## config.mk

```make
export PLATFORM = sky130hd
export DESIGN_NAME = softmax_result_uart_tx
export DESIGN_NICKNAME = d
export VERILOG_FILES = /design/src/rtl/softmax_result_uart_tx.sv
export SDC_FILE = /design/constraint.sdc
export NUM_CORES = 1
export LEC_CHECK = 0
export ABC_CLOCK_PERIOD_IN_PS = 10800
export CORE_MARGIN = 10
export CORE_UTILIZATION = 54
export CTS_CLUSTER_DIAMETER = 100
export DETAILED_ROUTE_END_ITERATION = 10
export GPL_TIMING_DRIVEN = 0
export MAX_ROUTING_LAYER = met4
export PLACE_DENSITY = 0.77
export SLEW_MARGIN = 30
export SYNTH_ARGS = -nofsm -noshare
export SYNTH_HDL_FRONTEND = slang
export SYNTH_SLANG_ARGS = --single-unit
export TNS_END_PERCENT = 20
```

## constraint.sdc

```tcl
create_clock -name clk -period 10.8 [get_ports clk]
set_input_delay 1.08 -clock clk [delete_from_list [all_inputs] [get_ports clk]]
set_output_delay 1.08 -clock clk [all_outputs]
set_load 0.1 [all_outputs]
```

## src/rtl/softmax_result_uart_tx.sv

```systemverilog
// Captures a softmax probability vector, finds the winning class by sequential argmax,
// drives one-hot LEDs and sends a framed result (header, class, probabilities, XOR checksum) over UART 8N1.
module softmax_result_uart_tx #(
    parameter int         DATA_WIDTH   = 16,
    parameter int         NUM_CLASSES  = 4,
    parameter int         CLKS_PER_BIT = 868,
    parameter logic [7:0] HEADER       = 8'hA5
) (
    input  logic                              clk,
    input  logic                              rst,
    input  logic [DATA_WIDTH*NUM_CLASSES-1:0] in_vec,
    input  logic                              in_valid,
    output logic                              in_ready,
    output logic                              tx,
    output logic                              busy,
    output logic [2:0]                        class_idx,
    output logic [7:0]                        led,
    output logic                              frame_done,
    output logic                              overrun
);

    localparam int NB = 3 + 2 * NUM_CLASSES;
    localparam int CW = $clog2(CLKS_PER_BIT);
    localparam logic [CW-1:0] BIT_LAST   = CW'(CLKS_PER_BIT - 1);
    localparam logic [CW-1:0] STOP_LAST  = CW'(CLKS_PER_BIT - 2);
    localparam logic [4:0]    LAST_BYTE  = 5'(NB - 1);
    localparam logic [2:0]    LAST_CLASS = 3'(NUM_CLASSES - 1);

    localparam logic [2:0] S_IDLE  = 3'd0;
    localparam logic [2:0] S_SCAN  = 3'd1;
    localparam logic [2:0] S_LOAD  = 3'd2;
    localparam logic [2:0] S_START = 3'd3;
    localparam logic [2:0] S_DATA  = 3'd4;
    localparam logic [2:0] S_STOP  = 3'd5;
    localparam logic [2:0] S_DONE  = 3'd6;

    logic [2:0]                        state;
    logic                              in_valid_q;
    logic                              trig;
    logic [DATA_WIDTH*NUM_CLASSES-1:0] vec_q;
    logic [2:0]                        scan_cnt;
    logic [DATA_WIDTH-1:0]             best_val;
    logic [2:0]                        best_idx;
    logic [DATA_WIDTH-1:0]             cand;
    logic                              take_new;
    logic [2:0]                        win_idx;
    logic [4:0]                        byte_idx;
    logic [4:0]                        word_sel;
    logic [15:0]                       word16;
    logic [7:0]                        cur_byte;
    logic [7:0]                        csum;
    logic [7:0]                        sh;
    logic [2:0]                        bit_cnt;
    logic [CW-1:0]                     clk_cnt;
    logic                              tx_next;

    assign trig     = in_valid & ~in_valid_q;
    assign in_ready = (state == S_IDLE);
    assign busy     = (state != S_IDLE);

    // Strict greater-than keeps the earliest index on ties.
    always_comb begin
        cand     = vec_q[scan_cnt*DATA_WIDTH +: DATA_WIDTH];
        take_new = (scan_cnt == 3'd0) || (cand > best_val);
        win_idx  = take_new ? scan_cnt : best_idx;
    end

    always_comb begin
        word_sel = (byte_idx - 5'd2) >> 1;
        word16   = '0;
        for (int b = 0; b < 16; b++) begin
            if (b < DATA_WIDTH) word16[b] = vec_q[int'(word_sel)*DATA_WIDTH + b];
        end
        if (byte_idx == 5'd0)           cur_byte = HEADER;
        else if (byte_idx == 5'd1)      cur_byte = {5'd0, class_idx};
        else if (byte_idx == LAST_BYTE) cur_byte = csum;
        else if (!byte_idx[0])          cur_byte = word16[15:8];
        else                            cur_byte = word16[7:0];
    end

    always_comb begin
        case (state)
            S_START: tx_next = 1'b0;
            S_DATA:  tx_next = sh[0];
            default: tx_next = 1'b1;
        endcase
    end

    always_ff @(posedge clk or posedge rst) begin
        if (rst) begin
            state      <= S_IDLE;
            in_valid_q <= 1'b0;
            vec_q      <= '0;
            scan_cnt   <= '0;
            best_val   <= '0;
            best_idx   <= '0;
            byte_idx   <= '0;
            csum       <= '0;
            sh         <= '0;
            bit_cnt    <= '0;
            clk_cnt    <= '0;
            tx         <= 1'b1;
            class_idx  <= '0;
            led        <= '0;
            frame_done <= 1'b0;
            overrun    <= 1'b0;
        end else begin
            in_valid_q <= in_valid;
            tx         <= tx_next;
            frame_done <= (state == S_DONE);
            if (trig && state != S_IDLE) overrun <= 1'b1;

            case (state)
                S_IDLE: if (trig) begin
                    vec_q    <= in_vec;
                    scan_cnt <= '0;
                    state    <= S_SCAN;
                end
                S_SCAN: begin
                    best_val <= take_new ? cand : best_val;
                    best_idx <= win_idx;
                    scan_cnt <= scan_cnt + 3'd1;
                    if (scan_cnt == LAST_CLASS) begin
                        class_idx <= win_idx;
                        led       <= 8'd1 << win_idx;
                        byte_idx  <= '0;
                        csum      <= '0;
                        state     <= S_LOAD;
                    end
                end
                S_LOAD: begin
                    sh      <= cur_byte;
                    clk_cnt <= '0;
                    if (byte_idx != 5'd0 && byte_idx != LAST_BYTE) csum <= csum ^ cur_byte;
                    state   <= S_START;
                end
                S_START: begin
                    if (clk_cnt == BIT_LAST) begin
                        clk_cnt <= '0;
                        bit_cnt <= '0;
                        state   <= S_DATA;
                    end else begin
                        clk_cnt <= clk_cnt + CW'(1);
                    end
                end
                S_DATA: begin
                    if (clk_cnt == BIT_LAST) begin
                        clk_cnt <= '0;
                        sh      <= sh >> 1;
                        bit_cnt <= bit_cnt + 3'd1;
                        if (bit_cnt == 3'd7) state <= S_STOP;
                    end else begin
                        clk_cnt <= clk_cnt + CW'(1);
                    end
                end
                // The LOAD cycle supplies the final stop-bit cycle so bytes run back-to-back.
                S_STOP: begin
                    if (byte_idx == LAST_BYTE && clk_cnt == BIT_LAST) begin
                        state <= S_DONE;
                    end else if (byte_idx != LAST_BYTE && clk_cnt == STOP_LAST) begin
                        byte_idx <= byte_idx + 5'd1;
                        state    <= S_LOAD;
                    end else begin
                        clk_cnt <= clk_cnt + CW'(1);
                    end
                end
                S_DONE:  state <= S_IDLE;
                default: state <= S_IDLE;
            endcase
        end
    end

endmodule

```

==> impl_results.md, run 1 <==
- Routability Congestion: 0.910
- Crit path largest cell delay: 630 ps
- Peak supply drop: 0.170 mV
- DR WL/cell: 20.0 µm
- Reg area: 0.00345 mm²
- Tcrit/Tclk final: 0.390
- CTS Buf Count: 17
- Fin nets: 827
- Largest net degree at the start of global routing: 76
- Gr usage total: 0.208
- Fillcell total: 986
- Num rows: 42
- Total of max-cap violations: 0
- Final core occ: 0.690
- Initial antenna violation count: 0
- Layout area overhead: 23.4%
- Leak: 0.00401 µW
- Initial Utilization: 0.559
- Commonest cells in the synthesized netlist: dfrtp_1, mux2_2, nand2_1
- Max Slew Vio Count: 0
- Clock Path Buffers: 2
- Worst slack, placed: 6610 ps
- CP arrival: 4520 ps
- Hold Buf Count CTS: 0
- Number of synthesized flops with an enable pin: 0
- Die area: 0.0190 mm²
- Power density cells: 328 mW/mm²
- Syn Nets: 725
- Clock Skew: 8.87 ps
- Cell chain of the critical path: buf_1, mux4_2, and2_1, ha_1, nand4_1, or3_1, a21oi_1, or4_4, a22o_4, and2_4, buf_6, buf_12, mux2_4
- Seq/Total Area, Yosys: 0.461
- Crit path max-delay cell type: mux4_2
- Dominant cells by area after synthesis: dfrtp_1, mux2_2, mux4_2
- Fin. Hold Viols: 0
- RSZ-0062 raised after global routing: false
- CP Data Required Time: 11100 ps
- Syn Area/Cell: 11.9 µm²
- Final Cell Area: 0.00924 mm²
- Rel. slew slack: 0.335
- Postcts setup bufs: 0
- Min Tclk post-route: 4210 ps
- Detailed Route Iter0 Violations: 422
- Run status: finished clean
- Share of the synthesized area in the top cell type: 0.458
- Worst setup path class: reg2reg
- YS warnings: 0
- Async SR Flop Fraction: 1.00
- Sink Count: 138
- Top fanout value on the critical path: 10
- CTS tree: yes
- Top_reg_cell synth: dfrtp_1
- Drt total wl: 18.4 mm
- Worst-Skew Late Latency: 420 ps
- CP Capture Type: flop
- Hold Crit Class: reg2reg
- Die X: 138 µm
- Core Region: 0.0134 mm²
- Fmax: 237 MHz
- Area after DPL: 0.00857 mm²
- Root Buffer: clkbuf_16
- Reg clk slew, reported paths: 60 ps
- Count of different cell masters after synthesis: 59
- Synth Cell Area: 0.00749 mm²
- PortBufs: 82
- Seq cells post-synth: 138
- Global-route wire length before repair: 29.7 mm
- Cells after Synth: 630
- Total Power: 3030 µW
- Final setup viols: 0
- Worst-Margin Slew: 994 ps
- Remaining Overflow, GRT: 0
- Setup TNS: 0 ps
- Vias per cell: 5.94
- Num ports: 83
- Pre-Repair DR Iteration Count: 4
- Antenna-violating nets left: 0
- PnR worst setup slack: 6590 ps
- Dominant cell by count in the synthesized netlist: dfrtp_1
- # diodes: 0
- Multi-input gate area: 0.00377 mm²
- Post-synth top area cell: dfrtp_1
- Share of cells above drive strength 1: 0.223
- Startpoint Class: flop
- H-tree depth: 4
- # resized after CTS: 0
- Drt drc: 0
- DP HPWL: 13.6 mm
- DR vias: 5475
- Chip height: 138 µm
- Via count of the first global-routing pass: 5688
==> layer usage <==
metal | global-route usage | share of wire | vias up
met5 | - | 0 | -
met4 | 0.0550 | 0.015 | 0
met3 | 0.0546 | 0.066 | 23
met2 | 0.319 | 0.49 | 195
met1 | 0.270 | 0.43 | 2755
li1 | - | - | 2502
==> where the power goes <==
group	internal (µW)	total [µW]	switching, µW
combinational	676	1460	785
clock	446	670	224
sequential	738	902	164
==> placed cells by master, fill, tap and decap left out, drive strengths merged, types with 2 or more instances in the layout <==
| cell type | instances |
|---|---|
| dfrtp | 137 |
| mux2 | 83 |
| clkdlybuf4s50 | 82 |
| clkbuf | 44 |
| nand2 | 38 |
| nor2 | 37 |
| mux4 | 32 |
| inv | 30 |
| o21ai | 29 |
| ha | 28 |
| and2 | 28 |
| a21oi | 27 |
| xor2 | 16 |
| nand3 | 15 |
| mux2i | 12 |
| buf | 12 |
| nand4 | 9 |
| nor3 | 7 |
| bufinv | 6 |
| a211oi | 4 |
| nor3b | 4 |
| o22ai | 4 |
| o41ai | 4 |
| a41o | 4 |
| xnor2 | 4 |
| and3 | 4 |
| or4b | 3 |
| a21o | 3 |
| or3 | 3 |
| a31oi | 3 |
| nor2b | 3 |
| or4 | 3 |
| clkinv | 3 |
| nor4b | 2 |
| o311ai | 2 |
| or2 | 2 |
| o21a | 2 |
| o211ai | 2 |
==> worst paths after layout <==
path                       cells after the start  slack, ps     endpoint   startpoint
setup / recovery                              13       6590  best_val[5]  scan_cnt[0]
setup reg to reg                              13       6590  best_val[5]  scan_cnt[0]
max in group asynchronous                      3       9020    vec_q[61]          rst
min in group asynchronous                      2       1080   clk_cnt[1]          rst
hold reg to reg                                1        470      overrun      overrun
hold / removal                                 1        470      overrun      overrun
==> critical path: cells and delay by family, from the launching register on <==
kind            cells  cell delay, ps
mux                 2             940
fa+ha+maj           1             320
compound gates      2             380
simple gates        5            1140
buf+inv             3             840
flops               1             460
==> logic make-up (layout without fill, tap and decap cells) <==
family / Yosys count / after routing / share of synthesized area
and+or+nand+nor: 163 / 163 / 0.114
DFF: 138 / 138 / 0.461
muxes: 127 / 127 / 0.243
AOI/OAI and AO/OA: 91 / 91 / 0.0767
buffers and inverters: 63 / 178 / 0.0352
adders and majority gates: 28 / 28 / 0.0468
xor gates and xnor gates: 20 / 20 / 0.0234
==> sequential cells by signal, summed over array words and instances (netlist names), 3 cells and up <==
signal / flops
best_idx: 3
best_val: 16
bit_cnt: 3
byte_idx: 5
class_idx: 3
clk_cnt: 10
csum: 8
led: 8
scan_cnt: 3
sh: 8
state: 3
vec_q: 64
==> area by class of cell <==
cell class              instances  share of cell area
plain buffers                  34              0.0168
repair buffers                 83              0.0918
inverters                      29              0.0126
well taps                     176              0.0238
flip-flops and latches        138               0.374
multi-input cells             429               0.408
clock buffers                  21              0.0498
clock inverters                11              0.0233
==> per-stage QoR <==
step                      std cells  hold slack, ps
final                           921             470
after global placement          888             454
after CTS                       921             476
after global routing            921             503
after floorplan                 630             450
after detailed placement        889             460
(Power assumes the default switching activity.)
==> run 2, diff against run 1 <==
--- a/config.mk
+++ b/config.mk
@@ -5,14 +5,14 @@
 export SDC_FILE = /design/constraint.sdc
 export NUM_CORES = 1
 export LEC_CHECK = 0
-export ABC_CLOCK_PERIOD_IN_PS = 10800
+export ABC_CLOCK_PERIOD_IN_PS = 3400
 export CORE_MARGIN = 10
-export CORE_UTILIZATION = 54
+export CORE_UTILIZATION = 51
 export CTS_CLUSTER_DIAMETER = 100
 export DETAILED_ROUTE_END_ITERATION = 10
 export GPL_TIMING_DRIVEN = 0
 export MAX_ROUTING_LAYER = met4
-export PLACE_DENSITY = 0.77
+export PLACE_DENSITY = 0.76
 export SLEW_MARGIN = 30
 export SYNTH_ARGS = -nofsm -noshare
 export SYNTH_HDL_FRONTEND = slang
==> constraint.sdc (replaced) <==
create_clock -name clk -period 3.4 [get_ports clk]
set_input_delay 0.34 -clock clk [delete_from_list [all_inputs] [get_ports clk]]
set_output_delay 0.34 -clock clk [all_outputs]
set_load 0.1 [all_outputs]
==> run 2 against run 1 <==
The run now ends with setup timing left. Fmax rose by 16%. Via count increased by 4.9%. Clock skew increased by 0.80 ps. Clock power grew to 3.0 times the previous value. Register-to-register slack got worse by 6800 ps. Sequential share of layout area is 2.3 points lower. Critical endpoint is now led[5]. Largest cell class unchanged.
==> impl_results.md, run 2 (synthesis results as in run 1) <==
- Rel. slew slack: 0.343 (+0.00738)
- Vias per cell: 6.05 (+1.7%)
- Switching part of the total: 0.402 (+0.0153)
- Top fanout value on the critical path: 5 (-5)
- DP HPWL: 14.3 mm (+4.8%)
- Num rows: 44 (+4.8%)
- Startpoint Class: flop
- Largest net degree at the start of global routing: 32 (-58%)
- Max Slew Vio Count: 0 (unchanged)
- Fmax: 275 MHz (+16%)
- Num ports: 83 (unchanged)
- Max Used Layer: met4
- Clock Skew: 9.67 ps (+0.799 ps)
- Biggest register: vec_q
- Pre-Repair DR Iteration Count: 5 (+1)
- Cell mode on critical path: and2_4
- CTS Buf Count: 17 (unchanged)
- Fin. Hold Viols: 0 (unchanged)
- DR vias: 5743 (+4.9%)
- Total Power: 10800 µW (+260%)
- Crit-path leading delay family: simple AND/OR/NAND/NOR gates
- Power density cells: 1100 mW/mm² (+240%)
- Crit path max-delay cell type: mux4_2
- Failing checks: setup timing
- Die X: 141 µm (+2.5%)
- Drt drc: 0 (unchanged)
- # diodes: 0 (unchanged)
- Cell chain of the critical path: buf_12, mux4_2, and2_4, ha_4, a21oi_2, o21ai_1, and2_4, or4_4, a22o_4, buf_8, mux2_4, a41o_1
- Via count of the first global-routing pass: 6130 (+7.8%)
- Share of cells above drive strength 1: 0.311 (+0.0879)
- Peak supply drop: 0.536 mV (+220%)
- Initial Utilization: 0.517 (-0.0416)
- Worst-Skew Late Latency: 430 ps (about the same)
- Sink Count: 138 (unchanged)
- H-tree depth: 4 (unchanged)
- Core Region: 0.0145 mm² (+8.0%)
- Most frequent cells in the layout: dfrtp_1, clkdlybuf4s50_1, mux2_2, nand2_1, nor2_1
- Largest registers: vec_q (64), best_val (16), clk_cnt (10)
- Drt total wl: 20.7 mm (+12%)
- CP arrival: 3950 ps (-570 ps)
- PnR worst setup slack: -233 ps (-6820 ps)
- Clk network pwr share: 0.184 (-0.037)
- Tcrit/Tclk final: 1.07 (+0.678)
- Final setup viols: 28 (+28)
- Remaining Overflow, GRT: 0 (unchanged)
- Hold Crit Class: in2async
- Crit path largest cell delay: 530 ps (-100 ps)
- Met2 wire length: 10.5 mm (+16%)
- Sequential share of power: 0.270 (-0.027)
- Buf+Inv Stages, Crit Path: 2 (-1)
- Commonest non-fill, non-tap cell in the layout: dfrtp_1
- Initial antenna violation count: 0 (unchanged)
- Internal: 6470 µW (+250%)
- Worst-Margin Slew: 983 ps (-11.0 ps)
- DR WL/cell: 21.8 µm (+9.0%)
- Total of max-cap violations: 0 (unchanged)
- Gr usage total: 0.215 (+0.00663)
- Global-route wire length before repair: 32.9 mm (+11%)
- Run status: finished, violations left
- Psw: 4360 µW (+270%)
- Final Cell Area: 0.00984 mm² (+6.5%)
- CTS tree: yes
- Worst slack, placed: -856 ps (-7470 ps)
- Layout area overhead: 31.4%
- CP Capture Type: flop
- Area after DPL: 0.00871 mm² (+1.7%)
- DR WL met3: 1.23 mm (+0.25%)
- Die area: 0.0199 mm² (+5.0%)
- Leak: 0.00424 µW (+5.9%)
- Detailed Route Iter0 Violations: 463 (+9.7%)
- Min Tclk post-route: 3630 ps (-581 ps)
- Fillcell total: 991 (+0.51%)
- Chip height: 141 µm (+2.5%)
- Routability Congestion: 0.880 (-3.3%)
- Max FFs per register: 64 (unchanged)
- Wire length on met1: 8.54 mm (+7.5%)
- Hold Slack: 232 ps (-238 ps)
- Share of total power in combinational logic: 0.546 (+0.064)
- Worst setup path class: reg2reg
- PortBufs: 82 (unchanged)
- Root Buffer: clkbuf_16
- RSZ-0062 raised after global routing: true
- Reg clk slew, reported paths: 60 ps (about the same)
- Clock Path Buffers: 2 (unchanged)
- Fin nets: 848 (+2.5%)
- Antenna-violating nets left: 0 (unchanged)
- CP Data Required Time: 3710 ps (-7390 ps)
==> run 2: worst register-to-register path, stage by stage, from the launching register on <==
cell,delay [ps]
dfrtp_2,480
buf_12,160
mux4_2,530
and2_4,200
ha_4,230
a21oi_2,160
o21ai_1,130
and2_4,160
or4_4,520
a22o_4,240
buf_8,140
mux2_4,330
a41o_1,240
==> run 2: cell type report <==
cell class	count	area [µm²]	share of cell area
sequential	138	3460	0.351
inverter	29	116	0.0118
clock buffer	19	443	0.0450
tap	184	230	0.0234
multi-input combinational	430	4080	0.415
clock inverter	13	190	0.0193
buffer	33	218	0.0221
timing repair buffer	104	1110	0.112
==> run 2: what timing repair did <==
action                                  in CTS  in global routing
gates cloned                                 3                  0
hold buffers                                 0                  0
pin swaps                                   17                  9
endpoints found under the setup margin      30                 30
resized for setup                           50                 18
buffers inserted                            15                  1
==> run 2: path summary, 6_finish.rpt <==
path	slack (ps)	depth (start not counted)	startpoint	end
max	-230	12	scan_cnt[0]	led[5]
min	230	2	rst	bit_cnt[0]
max reg2reg	-230	12	scan_cnt[0]	led[5]
min reg2reg	480	1	overrun	overrun
max in group asynchronous	2510	4	rst	vec_q[62]
min in group clk	390	1	in_valid	in_valid_q
==> run 2: through the flow <==
stage	cells	utilization	setup TNS, ps
after global routing	950	0.680	-6870
after CTS	950	0.676	-2690
after floorplan	630	-	-5360
after detailed placement	901	0.602	-21900
final	950	0.680	-4880
after global placement	896	0.594	-17610
==> run 2: layer usage <==
| layer | up-vias | global-route usage |
|---|---|---|
| li1 | 2548 | - |
| met1 | 2949 | 0.258 |
| met2 | 216 | 0.346 |
| met3 | 30 | 0.0480 |
| met4 | 0 | 0.0842 |
| met5 | - | - |
==> run 2: power by group through the flow <==
| stage | Sequential [µW] | Combinational [µW] | Clock (µW) |
|---|---|---|---|
| floorplan | 3110 | 3210 | 0 |
| global placement | 2810 | 4480 | 0 |
| detailed placement | 2890 | 4670 | 0 |
| CTS | 2890 | 5550 | 2010 |
| global route | 2990 | 6300 | 2080 |
| finish | 2920 | 5910 | 1990 |
